===== config.mk =====
export PLATFORM = sky130hd
export DESIGN_NAME = riscv_wb_stage
export DESIGN_NICKNAME = d
export VERILOG_FILES = /design/src/rtl/riscv_wb_stage.sv
export SDC_FILE = /design/constraint.sdc
export NUM_CORES = 1
export LEC_CHECK = 0
export CORE_MARGIN = 1.5
export CORE_UTILIZATION = 30
export DETAILED_ROUTE_END_ITERATION = 10
export GPL_ROUTABILITY_DRIVEN = 0
export PLACE_DENSITY = 0.67
export RECOVER_POWER = 50
export REMOVE_ABC_BUFFERS = 1
export SYNTH_ARGS = -nofsm -noshare
export SYNTH_HDL_FRONTEND = slang
export SYNTH_SLANG_ARGS = --single-unit

===== constraint.sdc =====
create_clock -name clk -period 3.1 [get_ports clk]
set_input_delay 0.31 -clock clk [delete_from_list [all_inputs] [get_ports clk]]
set_output_delay 0.31 -clock clk [all_outputs]
set_load 0.05 [all_outputs]

===== src/rtl/riscv_wb_stage.sv =====
// riscv_wb_stage: load write-back stage.
//
// Accepts load instructions from EX over the ex_valid_i / wb_ready_o handshake.
// Waits for the data-memory response, then aligns and extends the load data
// and drives register-file write port B. If the response carries a bus error,
// the stage raises a one-cycle error pulse instead of writing.
//
// Ports:
//   clk, rst_n          clock, asynchronous active-low reset
//   ex_valid_i          EX hands an instruction to WB this cycle
//   regfile_we_i        the instruction is a load that needs a write
//   regfile_waddr_i     destination register
//   lsu_type_i          00 word, 01 half, 10 byte, 11 treated as word
//   lsu_sign_ext_i      1 = sign-extend, 0 = zero-extend
//   lsu_addr_lsb_i      load address bits [1:0]
//   data_rvalid_i       memory response valid
//   data_rdata_i        raw memory read word
//   data_err_i          bus error, qualified by data_rvalid_i
//   wb_ready_o          WB can accept an instruction this cycle
//   wb_busy_o           a load write is outstanding (ID hazard stall)
//   regfile_we_o/waddr_o/wdata_o   register-file write port
//   load_err_o, load_err_waddr_o   one-cycle pulse on an erroneous response
//
// Build option:
//   RISCV_WB_REG_OUT_EN  when defined, the write port and the error outputs are
//                        registered and appear one cycle after the response.
//                        wb_busy_o stays high through that extra cycle.

module riscv_wb_stage #(
  parameter int REG_ADDR_WIDTH = 5,
  parameter int DATA_WIDTH     = 32
) (
  input  logic                      clk,
  input  logic                      rst_n,
  input  logic                      ex_valid_i,
  input  logic                      regfile_we_i,
  input  logic [REG_ADDR_WIDTH-1:0] regfile_waddr_i,
  input  logic [1:0]                lsu_type_i,
  input  logic                      lsu_sign_ext_i,
  input  logic [1:0]                lsu_addr_lsb_i,
  input  logic                      data_rvalid_i,
  input  logic [DATA_WIDTH-1:0]     data_rdata_i,
  input  logic                      data_err_i,
  output logic                      wb_ready_o,
  output logic                      wb_busy_o,
  output logic                      regfile_we_o,
  output logic [REG_ADDR_WIDTH-1:0] regfile_waddr_o,
  output logic [DATA_WIDTH-1:0]     regfile_wdata_o,
  output logic                      load_err_o,
  output logic [REG_ADDR_WIDTH-1:0] load_err_waddr_o
);

  localparam logic [0:0] ST_IDLE = 1'b0;
  localparam logic [0:0] ST_WAIT = 1'b1;

  localparam logic [1:0] LT_HALF = 2'b01;
  localparam logic [1:0] LT_BYTE = 2'b10;

  logic [0:0]                state;
  logic [0:0]                state_nxt;
  logic [REG_ADDR_WIDTH-1:0] waddr_p0;
  logic [1:0]                ld_type_p0;
  logic                      sign_p0;
  logic [1:0]                lsb_p0;

  logic                      done;
  logic                      ready;
  logic                      accept;
  logic                      wr_en;
  logic                      err;
  logic [DATA_WIDTH-1:0]     wdata_c;
  logic [REG_ADDR_WIDTH-1:0] waddr_c;
  logic [REG_ADDR_WIDTH-1:0] err_waddr_c;

  // Select the addressed lane and extend it to the full word. Word and the
  // reserved type pass the response through; misaligned words never arrive.
  function automatic logic [DATA_WIDTH-1:0] extract_load(
    input logic [1:0]            ld_type,
    input logic                  sign_ext,
    input logic [1:0]            lsb,
    input logic [DATA_WIDTH-1:0] rdata
  );
    logic [15:0] half_v;
    logic [7:0]  byte_v;
    logic [DATA_WIDTH-1:0] res;
    half_v = lsb[1] ? rdata[31:16] : rdata[15:0];
    case (lsb)
      2'd0:    byte_v = rdata[7:0];
      2'd1:    byte_v = rdata[15:8];
      2'd2:    byte_v = rdata[23:16];
      default: byte_v = rdata[31:24];
    endcase
    case (ld_type)
      LT_HALF: res = {{16{sign_ext & half_v[15]}}, half_v};
      LT_BYTE: res = {{24{sign_ext & byte_v[7]}}, byte_v};
      default: res = rdata;
    endcase
    return res;
  endfunction

  // A response only counts while a load is outstanding; one in IDLE is dropped.
  assign done   = (state == ST_WAIT) & data_rvalid_i;
  assign ready  = (state == ST_IDLE) | done;
  // ex_valid_i while not ready is ignored here rather than captured.
  assign accept = ex_valid_i & regfile_we_i & ready;

  assign wr_en  = done & ~data_err_i;
  assign err    = done & data_err_i;

  // Outputs are held at zero outside their pulse so the write port is quiet.
  assign wdata_c     = wr_en ? extract_load(ld_type_p0, sign_p0, lsb_p0, data_rdata_i)
                             : '0;
  assign waddr_c     = wr_en ? waddr_p0 : '0;
  assign err_waddr_c = err   ? waddr_p0 : '0;

  // A new capture wins over completion so back-to-back loads stay in WAIT.
  always_comb begin
    state_nxt = state;
    if (accept)
      state_nxt = ST_WAIT;
    else if (done)
      state_nxt = ST_IDLE;
  end

  // p0: capture of the accepted load's attributes
  always_ff @(posedge clk or negedge rst_n) begin
    if (!rst_n) begin
      state      <= ST_IDLE;
      waddr_p0   <= '0;
      ld_type_p0 <= '0;
      sign_p0    <= 1'b0;
      lsb_p0     <= '0;
    end else begin
      state <= state_nxt;
      if (accept) begin
        waddr_p0   <= regfile_waddr_i;
        ld_type_p0 <= lsu_type_i;
        sign_p0    <= lsu_sign_ext_i;
        lsb_p0     <= lsu_addr_lsb_i;
      end
    end
  end

  assign wb_ready_o = ready;

`ifdef RISCV_WB_REG_OUT_EN
  logic                      vld_p1;
  logic                      we_p1;
  logic [REG_ADDR_WIDTH-1:0] waddr_p1;
  logic [DATA_WIDTH-1:0]     wdata_p1;
  logic                      err_p1;
  logic [REG_ADDR_WIDTH-1:0] err_waddr_p1;

  // p1: registered write port, one cycle after the response
  always_ff @(posedge clk or negedge rst_n) begin
    if (!rst_n) begin
      vld_p1       <= 1'b0;
      we_p1        <= 1'b0;
      waddr_p1     <= '0;
      wdata_p1     <= '0;
      err_p1       <= 1'b0;
      err_waddr_p1 <= '0;
    end else begin
      vld_p1       <= done;
      we_p1        <= wr_en;
      waddr_p1     <= waddr_c;
      wdata_p1     <= wdata_c;
      err_p1       <= err;
      err_waddr_p1 <= err_waddr_c;
    end
  end

  // The registered write has not reached the register file yet, so ID must
  // keep stalling for that cycle too.
  assign wb_busy_o        = (state == ST_WAIT) | vld_p1;
  assign regfile_we_o     = we_p1;
  assign regfile_waddr_o  = waddr_p1;
  assign regfile_wdata_o  = wdata_p1;
  assign load_err_o       = err_p1;
  assign load_err_waddr_o = err_waddr_p1;
`else
  assign wb_busy_o        = (state == ST_WAIT);
  assign regfile_we_o     = wr_en;
  assign regfile_waddr_o  = waddr_c;
  assign regfile_wdata_o  = wdata_c;
  assign load_err_o       = err;
  assign load_err_waddr_o = err_waddr_c;
`endif

endmodule


==> results.sh, run 1 <==
export IMPL_status="complete, no violations"
export IMPL_tritoncts="built"
export IMPL_clock_path_buffers=2
export IMPL_die_area_sq_um=5534
export IMPL_cp_arrival_ns=2.40
export IMPL_synth_cells=171
export IMPL_crit_buf_inv=4
export IMPL_power_mw=1.047
export IMPL_ctsHtreeMaxLevel=1
export IMPL_layout_nets=309
export IMPL_cp_top_family="buffers and inverters"
export IMPL_drt_pass1_iter_count=4
export IMPL_grt_pass1_wl_mm=7.831
export IMPL_grt_max_degree=26
export IMPL_grt_ovfl_total=0
export IMPL_crit_fanout=16
export IMPL_maxCapViolations=0
export IMPL_antenna_found_initial=0
export IMPL_gr_usage_all_layers_pct=17.97
export IMPL_coreArea_sq_um=4817
export IMPL_stdcell_area_sq_um=2594
export IMPL_place_ws_ns=0.5535
export IMPL_cp_required_ns=2.79
export IMPL_viasPerCell=4.982
export IMPL_drt_iter0_markers=91
export IMPL_top_layer_used="met4"
export IMPL_timing_rr_end="lsb_p0[1]$_DFFE_PN0P_"
export IMPL_cts_inserted_buffers=3
export IMPL_drt_met1_wl_mm=2.118
export IMPL_initial_core_util_pct=31.74
export IMPL_synth_cell_types=25
export IMPL_ir_worst_vdd_uv=241.6
export IMPL_ys_ff_latch=11
export IMPL_cp_slowest_cell="a221oi_1"
export IMPL_power_leakage_nw=1.076
export IMPL_insertion_delay_ns=0.24
export IMPL_hold_buffers=0
export IMPL_path_cells="inv_1 > ha_1 > buf_4 > inv_1 > nand2_1 > a221oi_1 > buf_4"
export IMPL_wl_met3_microns=286
export IMPL_maxSlewViolCount=0
export IMPL_powerDensity_nw_per_um2=403.7
export IMPL_diodes=0
export IMPL_avgSynthCellArea_sq_um=8.941
export IMPL_ioPinCount=94
export IMPL_setup_viol=0
export IMPL_rsz0062_at_grt="false"
export IMPL_post_dp_hpwl_mm=3.716
export IMPL_fin_util_pct=53.84
export IMPL_worstMarginPinSlew_ns=0.9838
export IMPL_cp_start_kind="flop"
export IMPL_max_slew_margin_rel_pct=34.41
export IMPL_syn_to_final_growth_pct=69.64
export IMPL_vias=1619
export IMPL_hold_path_class="input port to async pin"
export IMPL_wl_mm=4.894
export IMPL_clock_sinks=11
export IMPL_hold_ws_ns=0.4676
export IMPL_finalWorstSetupSlack_ns=0.3855
export IMPL_slowest_delay_ns=0.48
export IMPL_end_kind="primary output"
export IMPL_cts_setup_buffers=0
export IMPL_fin_crit_sh_pct=87.56
export IMPL_worstSetupStartpoint="ld_type_p0[0]$_DFFE_PN0P_"
export IMPL_rows=25
export IMPL_report_final_hold_viol_count=0
export IMPL_drive_above_1_share_pct=35.66
export IMPL_met2WireLength_mm=2.451
export IMPL_grt_pass1_vias=1611
export IMPL_drc=0
export IMPL_path_clk_slew_ns=0.05
export IMPL_post_cts_resized=0
export IMPL_antenna_left=0
export IMPL_ys_seq_area_share_pct=18.00
export IMPL_worst_setup_path_type="flop to primary output"
export IMPL_fillers=476
export IMPL_die_width_microns=74.39
export IMPL_cts_root_buf="clkbuf_8"
export IMPL_reg2reg_from="wb_busy_o$_DFFE_PN0P_"
export IMPL_chipHeight_microns=74.39
export IMPL_yosys_warnings=0
export IMPL_skew_ns=0.002663
export IMPL_ff2ff_path_depth=4
export IMPL_max_freq_mhz=368.4
export IMPL_period_needed_ns=2.714
export IMPL_avgRoutedWirePerCell_microns=15.06
export IMPL_place_area_sq_um=2596
export IMPL_syn_area_sq_um=1529
export IMPL_ff2ff_setup_slack_ns=1.49
export IMPL_port_buffers=93
-- through the flow --
step                std cells  setup TNS, ns
floorplan                 153         -4.511
global placement          321              0
detailed placement        321              0
CTS                       325              0
global route              325              0
finish                    325              0
-- kinds of logic (layout without fill, tap and decap cells) --
logic type / Yosys count / after routing / share of synthesized area (%)
AOI/OAI and AO/OA: 50 / 50 / 34.86
DFF: 11 / 11 / 18.00
and+or+nand+nor: 51 / 51 / 15.30
muxes: 26 / 26 / 19.64
buffers and inverters: 31 / 118 / 10.56
adders and majority gates: 2 / 2 / 1.636
-- layout make-up --
type / instances / area, sq um / area share [%]
clock inverters: 1 / 5.005 / 0.1930
well taps: 67 / 83.83 / 3.232
flip-flops and latches: 11 / 275.3 / 10.61
inverters: 13 / 48.80 / 1.881
multi-input cells: 129 / 1080 / 41.63
repair buffers: 101 / 1060 / 40.86
clock buffers: 3 / 41.29 / 1.592
-- cells in the final DEF, fill, tap and decap left out --
master | netlist | final
ha_1 | 2 | 2
nor2b_1 | 2 | 2
a221oi_2 | 18 | 16
buf_12 | 1 | 14
buf_4 | 1 | 29
a21oi_4 | 1 | 1
a221oi_1 | 7 | 9
clkbuf_8 | 0 | 3
or2_1 | 1 | 1
o21ai_0 | 7 | 7
inv_1 | 13 | 13
nor2_1 | 7 | 7
nand2_1 | 27 | 27
a32oi_4 | 1 | 1
and3_1 | 2 | 2
clkbuf_1 | 6 | 3
dlygate4sd3_1 | 0 | 10
clkinv_2 | 0 | 1
clkdlybuf4s50_1 | 0 | 45
a311oi_1 | 7 | 7
a21oi_1 | 8 | 8
nand2b_1 | 1 | 1
dfrtp_1 | 11 | 11
a22oi_4 | 1 | 1
and2_1 | 11 | 11
mux2_2 | 24 | 24
mux2_4 | 2 | 2
-- worst max path at each step --
stage / end / cells past startpoint
floorplan: regfile_wdata_o[16] / 5
finish: regfile_wdata_o[16] / 7
global placement: regfile_wdata_o[12] / 6
global route: regfile_wdata_o[21] / 7
CTS: regfile_wdata_o[16] / 7
detailed placement: regfile_waddr_o[2] / 6
-- metal layers --
metal | vias up | global-route usage [%]
met5 | - | 0
met4 | 0 | 3.030
met3 | 6 | 4.336
met2 | 53 | 30.26
met1 | 754 | 23.76
li1 | 806 | -
-- synthesized netlist by cell type (all sizes together) --
cell	n	area share, %
ha	2	1.6
o21ai	7	2.3
or2	1	0.41
and2	11	4.5
a221oi	25	22
nand2	27	6.6
a32oi	1	1.8
a21oi	9	3.7
nor2	7	1.7
buf	12	5.9
a311oi	7	4.0
inv	13	3.2
mux2	26	20
and3	2	0.82
clkbuf	6	1.5
a22oi	1	1.4
dfrtp	11	18
nand2b	1	0.41
nor2b	2	0.82
-- state kept, by name, summed over array words and instances (netlist names) --
register / cells
waddr_p0: 5
ld_type_p0: 2
wb_busy_o: 1
lsb_p0: 2
sign_p0: 1
-- power by group --
group	leakage, nW	total, mW	internal, mW	switching [mW]
clock network	0.0255	0.145	0.0885	0.0568
registers	0.130	0.196	0.169	0.0267
logic	0.921	0.706	0.273	0.433
(Power assumes the default switching activity.)
==> run 2: changes to the inputs <==
--- a/config.mk
+++ b/config.mk
@@ -9,6 +9,7 @@
 export CORE_UTILIZATION = 30
 export DETAILED_ROUTE_END_ITERATION = 10
 export GPL_ROUTABILITY_DRIVEN = 0
+export HOLD_SLACK_MARGIN = 0.03
 export PLACE_DENSITY = 0.67
 export RECOVER_POWER = 50
 export REMOVE_ABC_BUFFERS = 1
==> results of run 2 <==
Same layout as run 1: the final DEF is identical, and so are final timing and power.
